## src/rtl/move_dispatcher.sv

```systemverilog
// move_dispatcher: front end of the board validator.
// Latches one move request, reads source/destination pieces, rejects trivially
// illegal moves, otherwise launches the matching per-piece checker and returns
// its verdict (or a timeout) over a valid/ready response handshake.
// Optional build macro: KING_CAPTURE_CHECK_EN (reject any move onto a king, code 7).
module move_dispatcher #(
    parameter int unsigned TIMEOUT_CYCLES = 15
) (
    input  logic                  clk,
    input  logic                  reset_n,
    input  logic                  req_valid,
    output logic                  req_ready,
    input  logic [2:0]            old_x,
    input  logic [2:0]            old_y,
    input  logic [2:0]            new_x,
    input  logic [2:0]            new_y,
    input  logic                  side,
    input  logic [7:0][7:0][3:0]  board_in,
    output logic [5:0]            chk_sel,
    output logic                  chk_start,
    output logic [2:0]            chk_old_x,
    output logic [2:0]            chk_old_y,
    output logic [2:0]            chk_new_x,
    output logic [2:0]            chk_new_y,
    output logic [2:0]            chk_h_delta,
    output logic [2:0]            chk_v_delta,
    output logic [3:0]            chk_piece_type,
    input  logic                  chk_done,
    input  logic                  chk_valid_move,
    output logic                  rsp_valid,
    input  logic                  rsp_ready,
    output logic                  rsp_legal,
    output logic [2:0]            rsp_err
);

    localparam int unsigned CNT_W = 8;
    localparam int unsigned SQ_W  = 3;
    localparam int unsigned PC_W  = 4;
    localparam int unsigned SEL_W = 6;

    localparam logic [2:0] ERR_OK     = 3'd0;
    localparam logic [2:0] ERR_NULL   = 3'd1;
    localparam logic [2:0] ERR_EMPTY  = 3'd2;
    localparam logic [2:0] ERR_SIDE   = 3'd3;
    localparam logic [2:0] ERR_OWN    = 3'd4;
    localparam logic [2:0] ERR_REJECT = 3'd5;
    localparam logic [2:0] ERR_TMO    = 3'd6;
`ifdef KING_CAPTURE_CHECK_EN
    localparam logic [2:0] ERR_KING   = 3'd7;
`endif

    typedef enum logic [2:0] {
        S_IDLE, S_DECODE, S_PRECHECK, S_DISPATCH, S_WAIT, S_RESP
    } state_t;

    state_t            state_q, state_d;
    logic              req_ready_q, req_ready_d;
    logic [SQ_W-1:0]   ox_q, ox_d, oy_q, oy_d, nx_q, nx_d, ny_q, ny_d;
    logic [SQ_W-1:0]   h_q, h_d, v_q, v_d;
    logic              side_q, side_d;
    logic [PC_W-1:0]   src_q, src_d, dst_q, dst_d;
    logic [SEL_W-1:0]  sel_q, sel_d;
    logic              start_q, start_d;
    logic [CNT_W-1:0]  cnt_q, cnt_d;
    logic              rsp_valid_q, rsp_valid_d;
    logic              legal_q, legal_d;
    logic [2:0]        err_q, err_d;
    logic [2:0]        pre_err;

    function automatic logic [SQ_W-1:0] abs_diff(input logic [SQ_W-1:0] a, input logic [SQ_W-1:0] b);
        return (a >= b) ? (a - b) : (b - a);
    endfunction

    function automatic logic is_empty(input logic [2:0] kind);
        return (kind == 3'd0) || (kind == 3'd7);
    endfunction

    function automatic logic [SEL_W-1:0] sel_of(input logic [2:0] kind);
        case (kind)
            3'd1:    return 6'b000001;
            3'd2:    return 6'b000010;
            3'd3:    return 6'b000100;
            3'd4:    return 6'b001000;
            3'd5:    return 6'b010000;
            3'd6:    return 6'b100000;
            default: return 6'b000000;
        endcase
    endfunction

    // Precheck verdict in priority order; ERR_OK means dispatch to a checker.
    always_comb begin
        pre_err = ERR_OK;
        if ((ox_q == nx_q) && (oy_q == ny_q))
            pre_err = ERR_NULL;
        else if (is_empty(src_q[2:0]))
            pre_err = ERR_EMPTY;
        else if (src_q[3] != side_q)
            pre_err = ERR_SIDE;
        else if (!is_empty(dst_q[2:0]) && (dst_q[3] == src_q[3]))
            pre_err = ERR_OWN;
`ifdef KING_CAPTURE_CHECK_EN
        else if (dst_q[2:0] == 3'd6)
            pre_err = ERR_KING;
`endif
    end

    // State and datapath registers.
    always_ff @(posedge clk or negedge reset_n) begin
        if (!reset_n) begin
            state_q     <= S_IDLE;
            req_ready_q <= 1'b1;
            ox_q        <= '0;
            oy_q        <= '0;
            nx_q        <= '0;
            ny_q        <= '0;
            h_q         <= '0;
            v_q         <= '0;
            side_q      <= 1'b0;
            src_q       <= '0;
            dst_q       <= '0;
            sel_q       <= '0;
            start_q     <= 1'b0;
            cnt_q       <= '0;
            rsp_valid_q <= 1'b0;
            legal_q     <= 1'b0;
            err_q       <= '0;
        end else begin
            state_q     <= state_d;
            req_ready_q <= req_ready_d;
            ox_q        <= ox_d;
            oy_q        <= oy_d;
            nx_q        <= nx_d;
            ny_q        <= ny_d;
            h_q         <= h_d;
            v_q         <= v_d;
            side_q      <= side_d;
            src_q       <= src_d;
            dst_q       <= dst_d;
            sel_q       <= sel_d;
            start_q     <= start_d;
            cnt_q       <= cnt_d;
            rsp_valid_q <= rsp_valid_d;
            legal_q     <= legal_d;
            err_q       <= err_d;
        end
    end

    // Next-state and registered-output logic.
    always_comb begin
        state_d     = state_q;
        req_ready_d = req_ready_q;
        ox_d        = ox_q;
        oy_d        = oy_q;
        nx_d        = nx_q;
        ny_d        = ny_q;
        h_d         = h_q;
        v_d         = v_q;
        side_d      = side_q;
        src_d       = src_q;
        dst_d       = dst_q;
        sel_d       = sel_q;
        start_d     = 1'b0;
        cnt_d       = cnt_q;
        rsp_valid_d = rsp_valid_q;
        legal_d     = legal_q;
        err_d       = err_q;

        case (state_q)
            S_IDLE: begin
                if (req_valid) begin
                    ox_d        = old_x;
                    oy_d        = old_y;
                    nx_d        = new_x;
                    ny_d        = new_y;
                    side_d      = side;
                    req_ready_d = 1'b0;
                    state_d     = S_DECODE;
                end
            end
            S_DECODE: begin
                src_d   = board_in[oy_q][ox_q];
                dst_d   = board_in[ny_q][nx_q];
                h_d     = abs_diff(nx_q, ox_q);
                v_d     = abs_diff(ny_q, oy_q);
                state_d = S_PRECHECK;
            end
            S_PRECHECK: begin
                if (pre_err != ERR_OK) begin
                    rsp_valid_d = 1'b1;
                    legal_d     = 1'b0;
                    err_d       = pre_err;
                    state_d     = S_RESP;
                end else begin
                    sel_d   = sel_of(src_q[2:0]);
                    state_d = S_DISPATCH;
                end
            end
            S_DISPATCH: begin
                start_d = 1'b1;
                cnt_d   = '0;
                state_d = S_WAIT;
            end
            S_WAIT: begin
                // A verdict arriving on the final counted cycle still beats the timeout.
                if (chk_done) begin
                    rsp_valid_d = 1'b1;
                    legal_d     = chk_valid_move;
                    err_d       = chk_valid_move ? ERR_OK : ERR_REJECT;
                    state_d     = S_RESP;
                end else if (cnt_q == CNT_W'(TIMEOUT_CYCLES - 1)) begin
                    rsp_valid_d = 1'b1;
                    legal_d     = 1'b0;
                    err_d       = ERR_TMO;
                    state_d     = S_RESP;
                end else begin
                    cnt_d = cnt_q + CNT_W'(1);
                end
            end
            S_RESP: begin
                if (rsp_ready) begin
                    rsp_valid_d = 1'b0;
                    sel_d       = '0;
                    req_ready_d = 1'b1;
                    state_d     = S_IDLE;
                end
            end
            default: begin
                state_d     = S_IDLE;
                req_ready_d = 1'b1;
                sel_d       = '0;
                rsp_valid_d = 1'b0;
            end
        endcase
    end

    assign req_ready      = req_ready_q;
    assign chk_sel        = sel_q;
    assign chk_start      = start_q;
    assign chk_old_x      = ox_q;
    assign chk_old_y      = oy_q;
    assign chk_new_x      = nx_q;
    assign chk_new_y      = ny_q;
    assign chk_h_delta    = h_q;
    assign chk_v_delta    = v_q;
    assign chk_piece_type = src_q;
    assign rsp_valid      = rsp_valid_q;
    assign rsp_legal      = legal_q;
    assign rsp_err        = err_q;

endmodule

```

## config.mk

```make
export PLATFORM = sky130hd
export DESIGN_NAME = move_dispatcher
export DESIGN_NICKNAME = d
export VERILOG_FILES = /design/src/rtl/move_dispatcher.sv
export SDC_FILE = /design/constraint.sdc
export NUM_CORES = 1
export LEC_CHECK = 0
export CAP_MARGIN = 10
export CORE_MARGIN = 2
export CORE_UTILIZATION = 30
export DETAILED_ROUTE_END_ITERATION = 7
export SYNTH_ARGS = -nofsm -noshare
export SYNTH_HDL_FRONTEND = slang
export SYNTH_SLANG_ARGS = --single-unit
```

## constraint.sdc

```tcl
create_clock -name clk -period 2.7 [get_ports clk]
set_input_delay 0.405 -clock clk [delete_from_list [all_inputs] [get_ports clk]]
set_output_delay 0.405 -clock clk [all_outputs]
set_load 0.05 [all_outputs]
```

After elaboration in Yosys (flattened, before gate mapping) --
Cells that the tools add are included. W data, S select, Z words.
Storage, ports and cells: register bits after elaboration 51, latch bits 0, memory bits (writable) 0, memory bits (read-only) 0, bits of input ports 275, output and inout bits 35, logic and storage cells 122, memories kept 0
Operators by class: add/subtract/negate cells 5, multiply operators 0, div/mod/pow operators 0, order comparisons 6, equal/unequal tests 25, shift operators 0, multiplexer cells 45, bitwise gates (word level) 3, reduce and logical (&&, ||, !) cells 21
Operator list (count):
- $bmux W32 S3 | 2
- $mux W32 | 2
- $mux W3 | 15
- $pmux W6 S6 | 1
- $bmux W4 S3 | 2
- $eq A3 B3 Y1 const B | 7
- $pmux W3 S6 | 1
- $pmux W6 S3 | 1
- $lt A3 B4 Y1 const B | 4
- $mux W8 | 2
- $pmux W8 S2 | 1
- $reduce_and A3 Y1 | 5
- $eq A3 B2 Y1 const B | 4
- $mux W6 | 2
- $ne A2 B2 Y1 const B | 6
- $sub A3 B3 Y3 | 4
- $mux W1 | 10
- $logic_not A3 Y1 | 3
- $add A8 B1 Y8 const B | 1
- $eq A8 B4 Y1 const B | 1
- $mux W4 | 2
- $reduce_or A4 Y1 | 2
- $eq A3 B1 Y1 const B | 2
- $eq A3 B3 Y1 | 2
- 17 further kinds | 23

Depth between registers and ports, before layout --
depth in word-level cells 11, mapped depth 11, depth with buffers taken out 8

Worst setup path before layout --
OpenSTA, ideal clock, no wires.
path type reg-to-reg, start register oy_q[1], in the netlist chk_old_y[1], end register err_q[0], in the netlist rsp_err[0], library setup time 125 ps, arrival 2824 ps, required time 2575 ps, path slack -248 ps, cell stages (with the launch flop) 12, buffers on the path 3, period minus slack after synthesis 2948 ps, cells stage by stage dfrtp_1 > buf_2 > buf_2 > buf_2 > inv_1 > ha_1 > nand4_1 > nor2_1 > or2_2 > o21ai_0 > a211o_1 > mux2_2
Between the ends: longest elaborated chain between the ends 6, elaborated cells on any way between the ends 8, classes of those cells 2 x eq/ne; 3 x mux; 3 x reduce/logical
Ends and longest elaborated chain:
- from (decl) | RTL line 58 | logic [SQ_W-1:0] ox_q, ox_d, oy_q, oy_d, nx_q, nx_d, ny_q, ny_d;
- from (signal assigned) | RTL line 131 | oy_q <= oy_d;
- $eq A3 B3 Y1 * | RTL line 93 | if ((ox_q == nx_q) && (oy_q == ny_q))
- $logic_and A1 B1 Y1 * | RTL line 93
- $mux W3 * | RTL line 93
- $reduce_bool A3 Y1 | RTL line 188 | if (pre_err != ERR_OK) begin
- $ne A2 B2 Y1 (no line)
- $reduce_and A3 Y1 (no line)
- to (signal assigned) | RTL line 144 | err_q <= err_d;
- to (decl) | RTL line 67 | logic [2:0] err_q, err_d;
Mark *: on every way between the ends. The rest lies on a longest branch, timed or not. The select of a mux whose other input is x is not followed. A chain may end at the register's enable or synchronous reset.

Final worst setup path --
start register oy_q[0], in the netlist chk_old_y[0], end register src_q[1], in the netlist chk_piece_type[1]
Between the ends: longest elaborated chain between the ends 4
Ends and longest elaborated chain:
- $bmux W32 S3 | RTL line 181 | src_d = board_in[oy_q][ox_q];
- $mux W32 (implied by the code) | RTL line 181
- $bmux W4 S3 | RTL line 181
- $mux W4 (implied by the code) | RTL line 181
- to (signal assigned) | RTL line 137 | src_q <= src_d;
- to (decl) | RTL line 61 | logic [PC_W-1:0] src_q, src_d, dst_q, dst_d;
Every way passes these cells. The select of a mux whose other input is x is not followed.

==> results_dict.tcl <==
set metrics [dict create \
    drv_slew 0 \
    ys_seq_area_share_pct 18.2 \
    dp_hpwl_um 23600 \
    final_hold_viol_count 0 \
    max_cap_violations 0 \
    wire_per_inst_um 22.7 \
    criticalPathCategory "reg2reg" \
    dr.pass1.iters 5 \
    io_pins 310 \
    timing.final.ws_setup_ns 0.228 \
    synth_area_leaders "mux2i_1, dfrtp_1, mux4_1" \
    p_per_area_nw_per_um2 1010 \
    drc 0 \
    end_kind "flop" \
    dp_slack_ns 0.174 \
    worst_ep_required_time_ns 2.87 \
    r2r_slack_ns 0.23 \
    synth-edff-count 0 \
    netlist-cell-type-count 50 \
    die_w_um 157 \
    post_cts_buffers 0 \
    dieArea_um2 24700 \
    max_freq_mhz 405 \
    rr_worst_depth 8 \
    grt_max_degree 99 \
    grt_pass1_wl_um 44600 \
    drt-vias-per-instance 5.51 \
    period_share_pct 91.6 \
    ant_nets 0 \
    rsz0062_at_grt "no" \
    coreArea_um2 23300 \
    syn_nets 981 \
    h-tree-depth 2 \
    via_count 7215 \
    final_cell_mix "clkdlybuf4s50_1, mux2i_1, nand2_1" \
    cp.arrival_ns 2.64 \
    fin_nets 1276 \
    grt_util_all_layers_pct 23.7 \
    status "finished, final reports clean" \
    multiInputGateArea_um2 5390 \
    post-route-min-period_ns 2.47 \
    worst_pin_slew_ns 0.816 \
    worstPathMaxFanout 32 \
    root_buffer "clkbuf_16" \
    power.leakage_nw 4.27 \
    syn-instance-count 692 \
    layout_commonest_cell "clkdlybuf4s50_1" \
    skew_ns 0.0126 \
    r2r_end "chk_piece_type[1]" \
    gp_congestion 0.835 \
    clk_latency_ns 0.30 \
    cts_tree "yes" \
    drtIter0Drc 346 \
    tns_ns 0 \
    rr_startpoint "chk_old_y[0]" \
    antenna_found_initial 5 \
    ys_warn_count 0 \
    maxSlewHeadroom_pct 45.6 \
    clk_pin_slew_worst_paths_ns 0.08 \
    synthFlopType "dfrtp_1" \
    synth_top_area_cell "mux2i_1" \
    cts_made_buffers 5 \
    yosys.area.top_type_share_pct 18.8 \
    die_h_um 157 \
    drive_above_1_share_pct 13.1 \
    place.port_buffers 309 \
    syn-cell-area_um2 7030 \
    area_growth_pct 53.0 \
    grt_pass1_vias 7717 \
    ys_ff_latch 51 \
    avgSynthCellArea_um2 10.2 \
    start_kind "flop" \
    start_util_pct 30.2 \
    seqCellArea_um2 1290 \
    synth_async_sr_flop_share_pct 100 \
    hold_class "in2async" \
    fill_cells 2273 \
    clk_path_buf_depth 2 \
    cts.sinks 51 \
    grt_overflow 0 \
    setup_violations 0 \
    row_count 56 \
    ir_drop_mv 0.722 \
    finalWirelength_um 29700 \
]
critical path, cell delays in order, from the launching register on:
cell and delay (ns):
dfrtp_2 0.39, buf_12 0.22, buf_4 0.24, mux4_1 0.56
mux2_2 0.28, o22ai_1 0.15, nor3_1 0.11, a31oi_2 0.24
o311ai_1 0.13
flip-flops by register name, summed over array words and instances, names as in the netlist, 4 cells and up:
signal          count
cnt_q               8
chk_piece_type      4
chk_sel             6
dst_q               4
cells in the mapped netlist, drive strengths merged, types with 10 or more instances:
cell / count
inv: 14
mux2: 22
nor3: 14
a22oi: 56
o21ai: 38
dfrtp: 50
nand2: 65
clkbuf: 32
mux2i: 132
nand3: 38
o22ai: 10
ha: 10
mux4: 72
nor2: 20
buf: 31
worst max path at each step:
stage	start	endpoint	slack [ns]
6_report	chk_old_y[0]	chk_piece_type[1]	0.23
2_1_floorplan	chk_old_y[1]	rsp_err[0]	0.02
3_5_place_dp	board_in[93]	chk_piece_type[1]	0.17
4_1_cts	chk_old_y[1]	chk_old_y[1]	0.1
5_1_grt	chk_old_y[0]	chk_piece_type[2]	0.06
3_3_place_gp	board_in[93]	chk_piece_type[1]	0.20
logic make-up (layout without fill, tap and decap cells):
kind of cell,after synthesis,after routing,synth area share (%)
buffers and inverters,77,373,5.44
DFF,51,51,18.2
AOI/OAI and AO/OA,143,143,13.5
xor gates and xnor gates,8,8,0.996
and+or+nand+nor,173,173,11.8
other,0,3,0
adders and majority gates,14,14,2.92
muxes,226,226,47.2
metrics by stage:
stage | hold slack [ns] | instances | utilization [%] | area (um^2) | total power [mW]
after floorplan | 0.109 | 692 | - | 7050 | 7.42
after global placement | 0.475 | 1299 | 45.5 | 10600 | 10.1
after detailed placement | 0.475 | 1299 | 45.5 | 10600 | 10.2
after CTS | 0.178 | 1307 | 46.2 | 10700 | 10.9
after global routing | 0.207 | 1309 | 46.3 | 10800 | 11.7
final | 0.156 | 1310 | 46.3 | 10800 | 10.9
repair_timing:
action | 4_1_cts | 5_1_grt
setup endpoints to repair | 0 | 1
hold buffers | 0 | 0
gates resized for setup | 0 | 1
power by group:
part	switching [mW]	internal [mW]	leakage, nW	total (mW)
clock	0.310	0.441	0.0804	0.751
sequential	0.348	1.12	0.638	1.46
combinational	4.72	3.97	3.56	8.69
area by class of cell:
class / count / area share [%]
Multi-Input combinational cell: 564 / 50.1
Timing Repair Buffer: 351 / 32.1
Sequential cell: 51 / 12.0
Tap cell: 319 / 3.71
Clock buffer: 5 / 1.16
Inverter: 14 / 0.488
Clock inverter: 3 / 0.430
Antenna cell: 3 / 0.0698
routing by layer:
layer,track usage (%),part of all wire (%)
met2,43.4,51
met5,0,0.051
met1,28.6,40
met3,4.60,6.3
met4,5.63,2.3
Note: power is estimated with default switching activity, not from simulation.
